[config.mk]
export PLATFORM = sky130hd
export DESIGN_NAME = tbcs_2_flat
export DESIGN_NICKNAME = d
export VERILOG_FILES = /design/src/rtl/tbcs_2_if.sv /design/src/rtl/tbcs_2.sv /design/src/flat_wrapper.sv
export SDC_FILE = /design/constraint.sdc
export NUM_CORES = 1
export LEC_CHECK = 0
export CAP_MARGIN = 20
export CORE_AREA = 3 3 40 42
export CTS_CLUSTER_DIAMETER = 80
export DETAILED_ROUTE_END_ITERATION = 16
export DIE_AREA = 0 0 43 45
export SYNTH_ARGS = -nofsm -noshare
export SYNTH_HDL_FRONTEND = slang
export SYNTH_SLANG_ARGS = --single-unit
[constraint.sdc]
create_clock -name clk -period 1.3 [get_ports clk]
set_input_delay 0.26 -clock clk [delete_from_list [all_inputs] [get_ports clk]]
set_output_delay 0.26 -clock clk [all_outputs]
set_load 0.01 [all_outputs]
[src/rtl/tbcs_2_if.sv]
// Bus bundle for one 2-bit magnitude-comparator slice: operands, cascade
// inputs/outputs and the registered result with its qualifier.
interface tbcs_2_if;
    logic [1:0] a;
    logic [1:0] b;
    logic       e_in;
    logic       g_in;
    logic       in_valid;
    logic       eq_c;
    logic       gt_c;
    logic       eq;
    logic       gt;
    logic       lt;
    logic       out_valid;

    modport master (
        output a, b, e_in, g_in, in_valid,
        input  eq_c, gt_c, eq, gt, lt, out_valid
    );

    modport slave (
        input  a, b, e_in, g_in, in_valid,
        output eq_c, gt_c, eq, gt, lt, out_valid
    );
endinterface

[src/rtl/tbcs_2.sv]
// Cascadable 2-bit unsigned magnitude-comparator slice. The cascade outputs are
// combinational; a qualified copy of the decision is registered with 1-cycle latency.
module tbcs_2 (
    input logic     clk,
    input logic     rst,
    tbcs_2_if.slave bus
);

    logic eq_c;
    logic gt_c;
    logic eq_d, eq_q;
    logic gt_d, gt_q;
    logic lt_d, lt_q;
    logic out_valid_d, out_valid_q;

    // A decided "greater" upstream dominates; a decided "less" upstream (e_in=0)
    // leaves both cascade outputs low, which downstream reads as "less".
    always_comb begin
        gt_c = bus.g_in | (bus.e_in & (bus.a > bus.b));
        eq_c = bus.e_in & ~bus.g_in & (bus.a == bus.b);

        eq_d        = eq_q;
        gt_d        = gt_q;
        lt_d        = lt_q;
        out_valid_d = 1'b0;
        if (bus.in_valid) begin
            eq_d        = eq_c;
            gt_d        = gt_c;
            lt_d        = ~eq_c & ~gt_c;
            out_valid_d = 1'b1;
        end
    end

    always_ff @(posedge clk) begin
        if (rst) begin
            eq_q        <= 1'b0;
            gt_q        <= 1'b0;
            lt_q        <= 1'b0;
            out_valid_q <= 1'b0;
        end else begin
            eq_q        <= eq_d;
            gt_q        <= gt_d;
            lt_q        <= lt_d;
            out_valid_q <= out_valid_d;
        end
    end

    assign bus.eq_c      = eq_c;
    assign bus.gt_c      = gt_c;
    assign bus.eq        = eq_q;
    assign bus.gt        = gt_q;
    assign bus.lt        = lt_q;
    assign bus.out_valid = out_valid_q;

endmodule

[src/flat_wrapper.sv]
// flat-port wrapper written by rule: the top's interface ports become plain ports
module tbcs_2_flat 
  (clk, rst, bus_a, bus_b, bus_e_in, bus_g_in, bus_in_valid, bus_eq_c, bus_gt_c, bus_eq, bus_gt, bus_lt, bus_out_valid);
  tbcs_2_if bus_i ();
  input logic clk;
  input logic rst;
  input wire logic [$bits(bus_i.a)-1:0] bus_a;
  input wire logic [$bits(bus_i.b)-1:0] bus_b;
  input wire logic [$bits(bus_i.e_in)-1:0] bus_e_in;
  input wire logic [$bits(bus_i.g_in)-1:0] bus_g_in;
  input wire logic [$bits(bus_i.in_valid)-1:0] bus_in_valid;
  output wire logic [$bits(bus_i.eq_c)-1:0] bus_eq_c;
  output wire logic [$bits(bus_i.gt_c)-1:0] bus_gt_c;
  output wire logic [$bits(bus_i.eq)-1:0] bus_eq;
  output wire logic [$bits(bus_i.gt)-1:0] bus_gt;
  output wire logic [$bits(bus_i.lt)-1:0] bus_lt;
  output wire logic [$bits(bus_i.out_valid)-1:0] bus_out_valid;
  assign bus_i.a = bus_a;
  assign bus_i.b = bus_b;
  assign bus_i.e_in = bus_e_in;
  assign bus_i.g_in = bus_g_in;
  assign bus_i.in_valid = bus_in_valid;
  assign bus_eq_c = bus_i.eq_c;
  assign bus_gt_c = bus_i.gt_c;
  assign bus_eq = bus_i.eq;
  assign bus_gt = bus_i.gt;
  assign bus_lt = bus_i.lt;
  assign bus_out_valid = bus_i.out_valid;
  tbcs_2 u_core (.clk(clk), .rst(rst), .bus(bus_i));
endmodule
# == Word level (Yosys, flattened, before mapping) ==
# Index checks and enable logic that the tools add are counted.
# word_totals
elab_cells,15
rom_bits,0
mem_count,0
register_bits,4
latchBits,0
out_inout_bits,6
mem_bits_rw,0
in_bits,9
# classes
multipliers,0
reduce_logical,0
bitwise_logic,8
eq_ne,1
n_div,0
n_shift,0
n_addsub,0
order_cmp,1
n_mux,1
# ops
operator,n
bitwise AND 1 bit,4
NOT 1 bit,3
== test 2 bit,1
greater-than comparator 2 bit,1
two-way mux 1 bit,1
bitwise OR 1 bit,1

# == Logic depth before layout (Yosys ltp) ==
# Gate-level depths: netlist of run 1.
# logic_depth
word_depth,5
mapped_depth,5

# == Least setup slack after synthesis of run 1 ==
# No wires, ideal clock.
# synth_path
kind,input to output
start,input port bus_b[1]
end,output port bus_gt_c
path_stages,5
required_ns,1.040
path_slack_ns,0.012
t_arrival_ns,1.028
cell_sequence,inv_1 ha_1 and2b_1 o211ai_2 nand2_1
# synth_between
elab_chain_cells,3
# synth_rtl
item,line_no,rtl
start: declaration,flat_wrapper.sv:8,input wire logic [$bits(bus_i.b)-1:0] bus_b;
greater-than comparator 2 bit,tbcs_2.sv:19,gt_c = bus.g_in | (bus.e_in & (bus.a > bus.b));
bitwise AND 1 bit,tbcs_2.sv:19,
bitwise OR 1 bit,tbcs_2.sv:19,
end: declaration,flat_wrapper.sv:13,output wire logic [$bits(bus_i.gt_c)-1:0] bus_gt_c;
# Every way passes these cells.

# == Worst setup path in the final report of run 1 ==
# Ends and elaborated chain as after synthesis.

==> results_dict.tcl, run 1 <==
set metrics [dict create \
    status "complete, but fails checks" \
    violations "negative setup slack" \
    root_buffer "clkbuf_4" \
    finalCoreUtilization 0.368 \
    synth_flop_cell "dfxtp_1" \
    fp.dieH_um 45 \
    final.setup_skew_ns 0 \
    clock-sinks 4 \
    end_kind "output pin" \
    yosys-top-cells-count "dfxtp_1 (4), inv_1 (4), nor2_1 (3)" \
    cts_tree "built" \
    syn2layout_area_growth_pct 107 \
    hp-start "bus_a[1]" \
    gr-total-overflow 0 \
    grt_pass1_wl_um 979 \
    crit_fanout 2 \
    fmax_mhz 746 \
    via_count 266 \
    worst_pin_slew_ns 0.237 \
    drt_pass1_iterations 3 \
    slowest_stage "ha_4" \
    ys_seq_area_frac 0.350 \
    synth.net_count 37 \
    coreArea_sq_mm 0.00128 \
    synth_top_family_by_area "compound AO/OA/AOI/OAI gates" \
    reg2reg_depth 2 \
    clkSlewWorstSetupHoldPaths_ns 0.04 \
    io_pins 15 \
    max_stage_delay_ns 0.18 \
    holdBufCountCts 0 \
    yosys-top-cells-area "dfxtp_1 (35%), ha_1 (11%), a311oi_2 (6.6%), inv_1 (6.6%), nor2b_1 (5.5%)" \
    vias_per_cell 4.03 \
    yosys.area.top_type "dfxtp_1" \
    ys_seq_elements 4 \
    final_hold_viol_count 0 \
    drcViolationCount 0 \
    hold_depth 5 \
    setup_viol 2 \
    clock_latency_ns 0.23 \
    synth_compound_area_frac 0.219 \
    fin_area_sq_um 473 \
    period_share 1.03 \
    r2r_end "u_core.bus.gt" \
    drive_gt1_frac 0.451 \
    post-place-ws_ns -0.913 \
    antenna_found_initial 0 \
    worst_ep_required_time_ns 1.04 \
    worst_slack_ns -0.0398 \
    synthMuxAreaShare 0.0437 \
    cp.arrival_ns 1.08 \
    wl_per_cell_um 8.86 \
    timing_max_transition_violations_final 0 \
    synthAdderAreaFrac 0.109 \
    max_slew_margin 0.841 \
    cts-buffers-inserted 3 \
    grt_util_all_layers 0.0698 \
    crit_chain "buf_6 > inv_4 > ha_4 > and2b_1 > o211ai_2 > nand2_1 > buf_2" \
    yosysWarningCount 0 \
    rsz0062_at_grt "true" \
    holdPathEnd "u_core.bus.lt" \
    hold_class "input pin to flip-flop" \
    path_class "input pin to output pin" \
    min_period_ns 1.34 \
    grt_pass1_vias 252 \
    cts.path.max_buffers 2 \
    start_util 0.178 \
    drt-initial-drc-count 2 \
    wirelength_um 585 \
    synthCells 26 \
    yosys.cell_types.count 14 \
    hold_slack_ns 0.466 \
    synth_top_area_share 0.350 \
    layout.nets 64 \
    peakVddDrop_mv 0.214 \
    r2r-start "u_core.bus.gt" \
    fill_cells 145 \
    n_antenna_cell 0 \
    fp.dieArea_sq_mm 0.00194 \
    routabilityCongestion 0.675 \
    max-cap-violations 0 \
    synth_edf_count 0 \
    synthSimpleGateAreaFrac 0.213 \
    reg2reg_slack_ns 0.63 \
    async_flop_share 0 \
    grt_max_degree 8 \
    powerDensity_mw_per_mm2 840 \
    die_x_um 43 \
    drtAntennaViolNets 0 \
    synthXorXnorAreaFrac 0 \
    rows 13 \
    htreeDepth 1 \
    post_dp_cell_area_sq_um 425 \
    synth_area_per_cell_sq_um 8.81 \
    io_buffers 14 \
    syn-cell-area_sq_um 229 \
    setup_tns_ns -0.0562 \
    crit_path_start_kind "input pin" \
    p_leak_nw 0.238 \
    dp_hpwl_um 421 \
]
==> through the flow <==
stage                     cells  total power, W
after global placement       60        0.000245
after CTS                    65        0.000404
after detailed placement     60        0.000245
after global routing         66        0.000433
after floorplan              26        0.000176
final                        66        0.000397
==> cells by family after synthesis <==
group / Yosys count
fa+ha+maj: 2
buf+inv: 4
compound gates: 6
mux: 1
flops: 4
simple gates: 9
==> metal layers <==
layer	part of all wire	global-route usage
met3	0.10	0.0120
met2	0.48	0.0988
met5	0	0
met4	0	0.0904
met1	0.42	0.0791
==> worst max-delay path, delay by kind of cell <==
| family | cells | cell delay [ns] |
|---|---|---|
| adders and majority gates | 1 | 0.18 |
| AOI/OAI and AO/OA | 1 | 0.15 |
| and+or+nand+nor | 2 | 0.22 |
| buffers and inverters | 3 | 0.27 |
==> cell usage in the layout, fill, tap and decap left out <==
cell             n
and2b_1          1
inv_4            1
o211ai_2         1
dfxtp_1          4
buf_2            4
a311oi_2         1
ha_4             2
dlygate4sd2_1    6
o211ai_1         1
nor2_1           3
nor2b_1          2
nand2_1          2
clkdlybuf4s50_1  2
mux2i_1          1
buf_6            2
inv_2            1
a21oi_1          1
o21ai_0          2
buf_4            8
and4b_1          1
inv_1            2
clkbuf_4         3
==> state kept, by name (all words and copies together) (netlist names) <==
name,cells
u_core.bus.gt,1
u_core.bus.out_valid,1
u_core.bus.lt,1
u_core.bus.eq,1
==> where the power goes <==
group / leakage [nW] / switching [W] / internal [W]
registers: 0.0331 / 0.00000258 / 0.000131
logic: 0.191 / 0.0000469 / 0.0000688
clock network: 0.0138 / 0.0000454 / 0.000103
==> how the worst max path moves through the flow <==
stage,end,slack [ns],cells after the start,from
3_5_place_dp,bus_gt_c,-0.91,7,bus_b[1]
4_1_cts,bus_gt_c,-0.08,7,bus_b[1]
6_report,bus_gt_c,-0.04,7,bus_b[1]
5_1_grt,bus_gt_c,-0.10,7,bus_b[1]
3_3_place_gp,bus_gt_c,-0.91,7,bus_b[1]
2_1_floorplan,bus_gt_c,0.01,5,bus_b[1]
==> what timing repair did <==
item                       in CTS  in global routing
resized for setup              37                  0
pin swaps                       5                  2
setup buffers                   2                  1
setup endpoints to repair       8                  2
==> cell type report <==
class                      instances  area (sq um)  share of cell area
tap                               15          18.8              0.0397
multi-input combinational         18           159               0.336
timing repair buffer              22           175               0.370
sequential                         4          80.1               0.169
inverter                           4          17.5              0.0370
clock buffer                       3          22.5              0.0476
No activity file was read; power rests on OpenSTA's default activity.
==> inputs of run 2 (changes only) <==
--- a/config.mk
+++ b/config.mk
@@ -10,6 +10,7 @@
 export CTS_CLUSTER_DIAMETER = 80
 export DETAILED_ROUTE_END_ITERATION = 16
 export DIE_AREA = 0 0 43 45
+export SLEW_MARGIN = 20
 export SYNTH_ARGS = -nofsm -noshare
 export SYNTH_HDL_FRONTEND = slang
 export SYNTH_SLANG_ARGS = --single-unit
==> results of run 2 <==
Same layout as run 1: the final DEF is identical, and so are final timing and power.
==> inputs of run 3 (changes only) <==
==> constraint.sdc (replaced) <==
create_clock -name clk -period 1.3 [get_ports clk]
set_input_delay 0.195 -clock clk [delete_from_list [all_inputs] [get_ports clk]]
set_output_delay 0.195 -clock clk [all_outputs]
set_load 0.01 [all_outputs]
==> run 3 against run 2 <==
Against the previous run:
- the run now ends clean
- routed wire length is 10% higher
- register-to-register slack hardly changed
- clock-buffer cell count stayed put
- die area stayed put
- clock power is 5% higher
- sequential power hardly changed
- cell count is 3.0% lower
- flip-flop and latch count stayed put
- total power is 0.67% higher
- clock skew stayed put
- utilization is 0.68 points lower
- maximum frequency is 5.9% higher
- critical path type unchanged
- highest routed layer unchanged
==> results_dict.tcl, run 3 (synthesis results as in run 1) <==
set metrics [dict create \
    holdPathEnd "u_core.bus.lt" \
    syn2layout_area_growth_pct 103 \
    worst_pin_slew_ns 0.251 \
    max-cap-violations 0 \
    hold_depth 4 \
    grt_util_all_layers 0.0649 \
    cp_top_family "buffers and inverters" \
    drcViolationCount 0 \
    drt-met1-wl_um 263 \
    highest-signal-layer "met3" \
    hold_slack_ns 0.392 \
    hp-start "bus_e_in" \
    io_buffers 14 \
    crit_chain "clkdlybuf4s15_1 > ha_4 > and2b_1 > o211ai_2 > nand2_1 > buf_2" \
    path_class "input pin to output pin" \
    die_x_um 43 \
    finalNonFillerCells 64 \
    fill_cells 138 \
    critical_path_buf_inv_count 2 \
    worst_ep_required_time_ns 1.11 \
    drtAntennaViolNets 0 \
    wirelength_um 645 \
    grt_pass1_wl_um 903 \
    via_count 259 \
    routed-wl-met2_um 297 \
    drt_pass1_iterations 4 \
    final_hold_viol_count 0 \
    cts-buffers-inserted 3 \
    fp.dieArea_sq_mm 0.00194 \
    routabilityCongestion 0.628 \
    drive_gt1_frac 0.388 \
    max_stage_delay_ns 0.20 \
    gr-total-overflow 0 \
    crit_path_start_kind "input pin" \
    p_leak_nw 0.263 \
    crit_fanout 2 \
    holdBufCountCts 0 \
    fp.dieH_um 45 \
    r2r-start "u_core.bus.gt" \
    htreeDepth 1 \
    status "finished, final reports clean" \
    r2r_end "u_core.bus.gt" \
    layout.nets 62 \
    rows 13 \
    powerDensity_mw_per_mm2 861 \
    dpl.cell_count 59 \
    clock_latency_ns 0.23 \
    final.setup_skew_ns 0 \
    wl_met3_um 83 \
    period_share 0.973 \
    peakVddDrop_mv 0.449 \
    max_slew_margin 0.832 \
    grt_pass1_vias 238 \
    root_buffer "clkbuf_4" \
    cp.arrival_ns 1.07 \
    clock-sinks 4 \
    setup_viol 0 \
    min_period_ns 1.27 \
    final_common_cell "buf_4" \
    fmax_mhz 790 \
    n_antenna_cell 0 \
    coreArea_sq_mm 0.00128 \
    drt-initial-drc-count 4 \
    reg2reg_slack_ns 0.63 \
    hold_class "input pin to flip-flop" \
    cts.path.max_buffers 2 \
    slowest_stage "clkdlybuf4s15_1" \
    io_pins 15 \
    start_util 0.178 \
    end_kind "output pin" \
    antenna_found_initial 0 \
    rsz0062_at_grt "true" \
    wl_per_cell_um 10.1 \
    grt_max_degree 8 \
    reg2reg_depth 2 \
    vias_per_cell 4.05 \
    clkSlewWorstSetupHoldPaths_ns 0.04 \
    most-common-layout-cells "buf_4 (6), buf_2 (5), dlymetal6s2s_1 (4), dfxtp_1 (4)" \
    cts_tree "built" \
    timing_max_transition_violations_final 0 \
    finalCoreUtilization 0.361 \
]
[run 3: tightest hold or removal path, delay by kind of cell]
| kind | cells | cell delay (ns) |
|---|---|---|
| AO/OA/AOI/OAI | 3 | 0.22 |
| buffers and inverters | 1 | 0.15 |
[run 3: how the worst max path moves through the flow]
stage | startpoint | end | slack, ns | cells after the start
floorplan | bus_b[1] | bus_gt_c | 0.14 | 5
global placement | bus_b[1] | bus_gt_c | -0.78 | 7
detailed placement | bus_b[1] | bus_gt_c | -0.79 | 7
CTS | u_core.bus.eq | bus_eq | 0.0003 | 1
global route | bus_b[0] | bus_gt_c | -0.04 | 6
finish | bus_b[0] | bus_gt_c | 0.03 | 6
[run 3: layout make-up]
type,instances,area [sq um],area share
clock buffers,3,22.5,0.0485
well taps,15,18.8,0.0404
inverters,4,15.0,0.0323
multi-input cells,18,159,0.342
repair buffers,20,169,0.364
flip-flops and latches,4,80.1,0.173
[run 3: per-layer routing]
layer,vias up,track usage
li1,135,-
met1,109,0.0793
met2,15,0.0838
met3,0,0.0558
met4,0,0.0181
met5,-,0
[run 3: report_power, final]
part	total (W)	switching, W	internal (W)
Clock	0.000155	0.0000514	0.000103
Combinational	0.000112	0.0000470	0.0000648
Sequential	0.000133	0.00000262	0.000131
[run 3: timing repair]
item | CTS | global route
setup endpoints to repair | 5 | 4
gates cloned | 0 | 0
resized for setup | 25 | 5
pin swaps | 5 | 3
setup buffers | 2 | 0
[run 3: per-stage QoR]
stage	setup WS (ns)	total power (W)	setup TNS, ns	instance area [sq um]
floorplan	0.142	0.000176	0	229
global route	-0.0379	0.000428	-0.0379	464
finish	0.0348	0.000400	0	464
global placement	-0.783	0.000243	-2.32	418
detailed placement	-0.790	0.000244	-2.36	418
CTS	0.000255	0.000404	0	444
==> RTL change, RTL diff (settings of run 2) <==
Reset style: asynchronous (`rst`), changed in one clocked block.
--- a/src/rtl/tbcs_2.sv
+++ b/src/rtl/tbcs_2.sv
@@ -32,5 +32,5 @@
     end
 
-    always_ff @(posedge clk) begin
+    always_ff @(posedge clk or posedge rst) begin
         if (rst) begin
             eq_q        <= 1'b0;
Formal check against the unedited RTL: differs if rst is asserted again (counterexample within 4 cycles, from zero or initial values and one cycle with rst high); with rst held inactive, the same outputs for 10 cycles.
==> RTL change against run 2 <==
- highest routed layer unchanged
- total power up 10%
- final area up 10%
- register-to-register slack worse by 0.29 ns
- wire length up 6.8%
- setup slack worse by 0.022 ns
- the flow still finishes with violations (negative setup slack)
- sequential cell count unchanged
- hold slack worse by 0.26 ns
- synthesized area up 8.7%
==> RTL change: results (changes against run 2) <==
status: "finished with violations"
violations: "negative setup slack"
reg2reg_slack_ns: 0.34  # -0.29 ns
place_ws_ns: -0.9118  # +0.0007570 ns
cp_max_fo: 3  # +1
worstPathArrival_ns: 1.10  # +0.02 ns
whs_ns: 0.2073  # -0.2587 ns
seq-power_mw: 0.141  # +6%
setup_tns_ns: -0.06167  # -0.005436 ns
grt_pass1_wl_microns: 1028  # +5.0%
use_met2_pct: 12.87  # +3.0 points
wl_met2_microns: 334  # +20%
setup_violations: 1  # -1
synth_nets: 33  # -11%
p_leak_nw: 0.2651  # +11%
r2r-start: "u_core.bus.gt$_DFFE_PP0P_"
drive_above_1_share_pct: 58.70  # +14 points
slew_headroom_pct: 83.29  # -0.84 points
finalNonFillerCells: 61  # -7.6%
dp.cells: 57  # -5.0%
syn_inst: 22  # -15%
pwr-share-seq_pct: 32.3  # -1.3 points
fin_ws_ns: -0.06167  # -0.02185 ns
grt_pass1_vias: 256  # +1.6%
routed_wirelength_microns: 625  # +6.8%
num_vias: 251  # -5.6%
pwr-share-comb_pct: 33.8  # +4.7 points
worstReg2RegEnd: "u_core.bus.gt$_DFFE_PP0P_"
use_met1_pct: 7.561  # -0.35 points
crit_start: "bus_a[1]"
ys_seq_area_share_pct: 40.20  # +5.2 points
wl_met3_microns: 51  # -14%
netlist_top_cells_count: "inv_1, dfrtp_1, ha_1"
==> RTL change: changes by cell type after synthesis, moves of 2 or more <==
cell / run 2 / this run
dfrtp_1: 0 / 4
dfxtp_1: 4 / 0
nor2_1: 3 / 0
nor2b_1: 2 / 0
o21ai_0: 2 / 0
==> RTL change: area by class of cell <==
type / count / area [sq um]
clock buffer: 3 / 22.52
timing repair buffer: 21 / 186.4
tap: 15 / 18.77
fill: 132 / 764.5
inverter: 5 / 21.27
sequential: 4 / 100.1
multi-input combinational: 13 / 171.4
==> RTL change: cell families (layout without fill, tap and decap cells) <==
group                      after synthesis  count (layout)  synth area share (%)
buffers and inverters                    5              29                 7.538
and+or+nand+nor                          3               3                 9.547
muxes                                    2               2                 10.55
DFF                                      4               4                 40.20
AOI/OAI and AO/OA                        6               6                 22.11
adders and majority gates                2               2                 10.05
==> RTL change: critical path, delay by kind of cell <==
kind                     cells  cell delay (ns)
buffers and inverters        2             0.21
adder cells (fa/ha/maj)      1             0.24
AO/OA/AOI/OAI                2             0.39
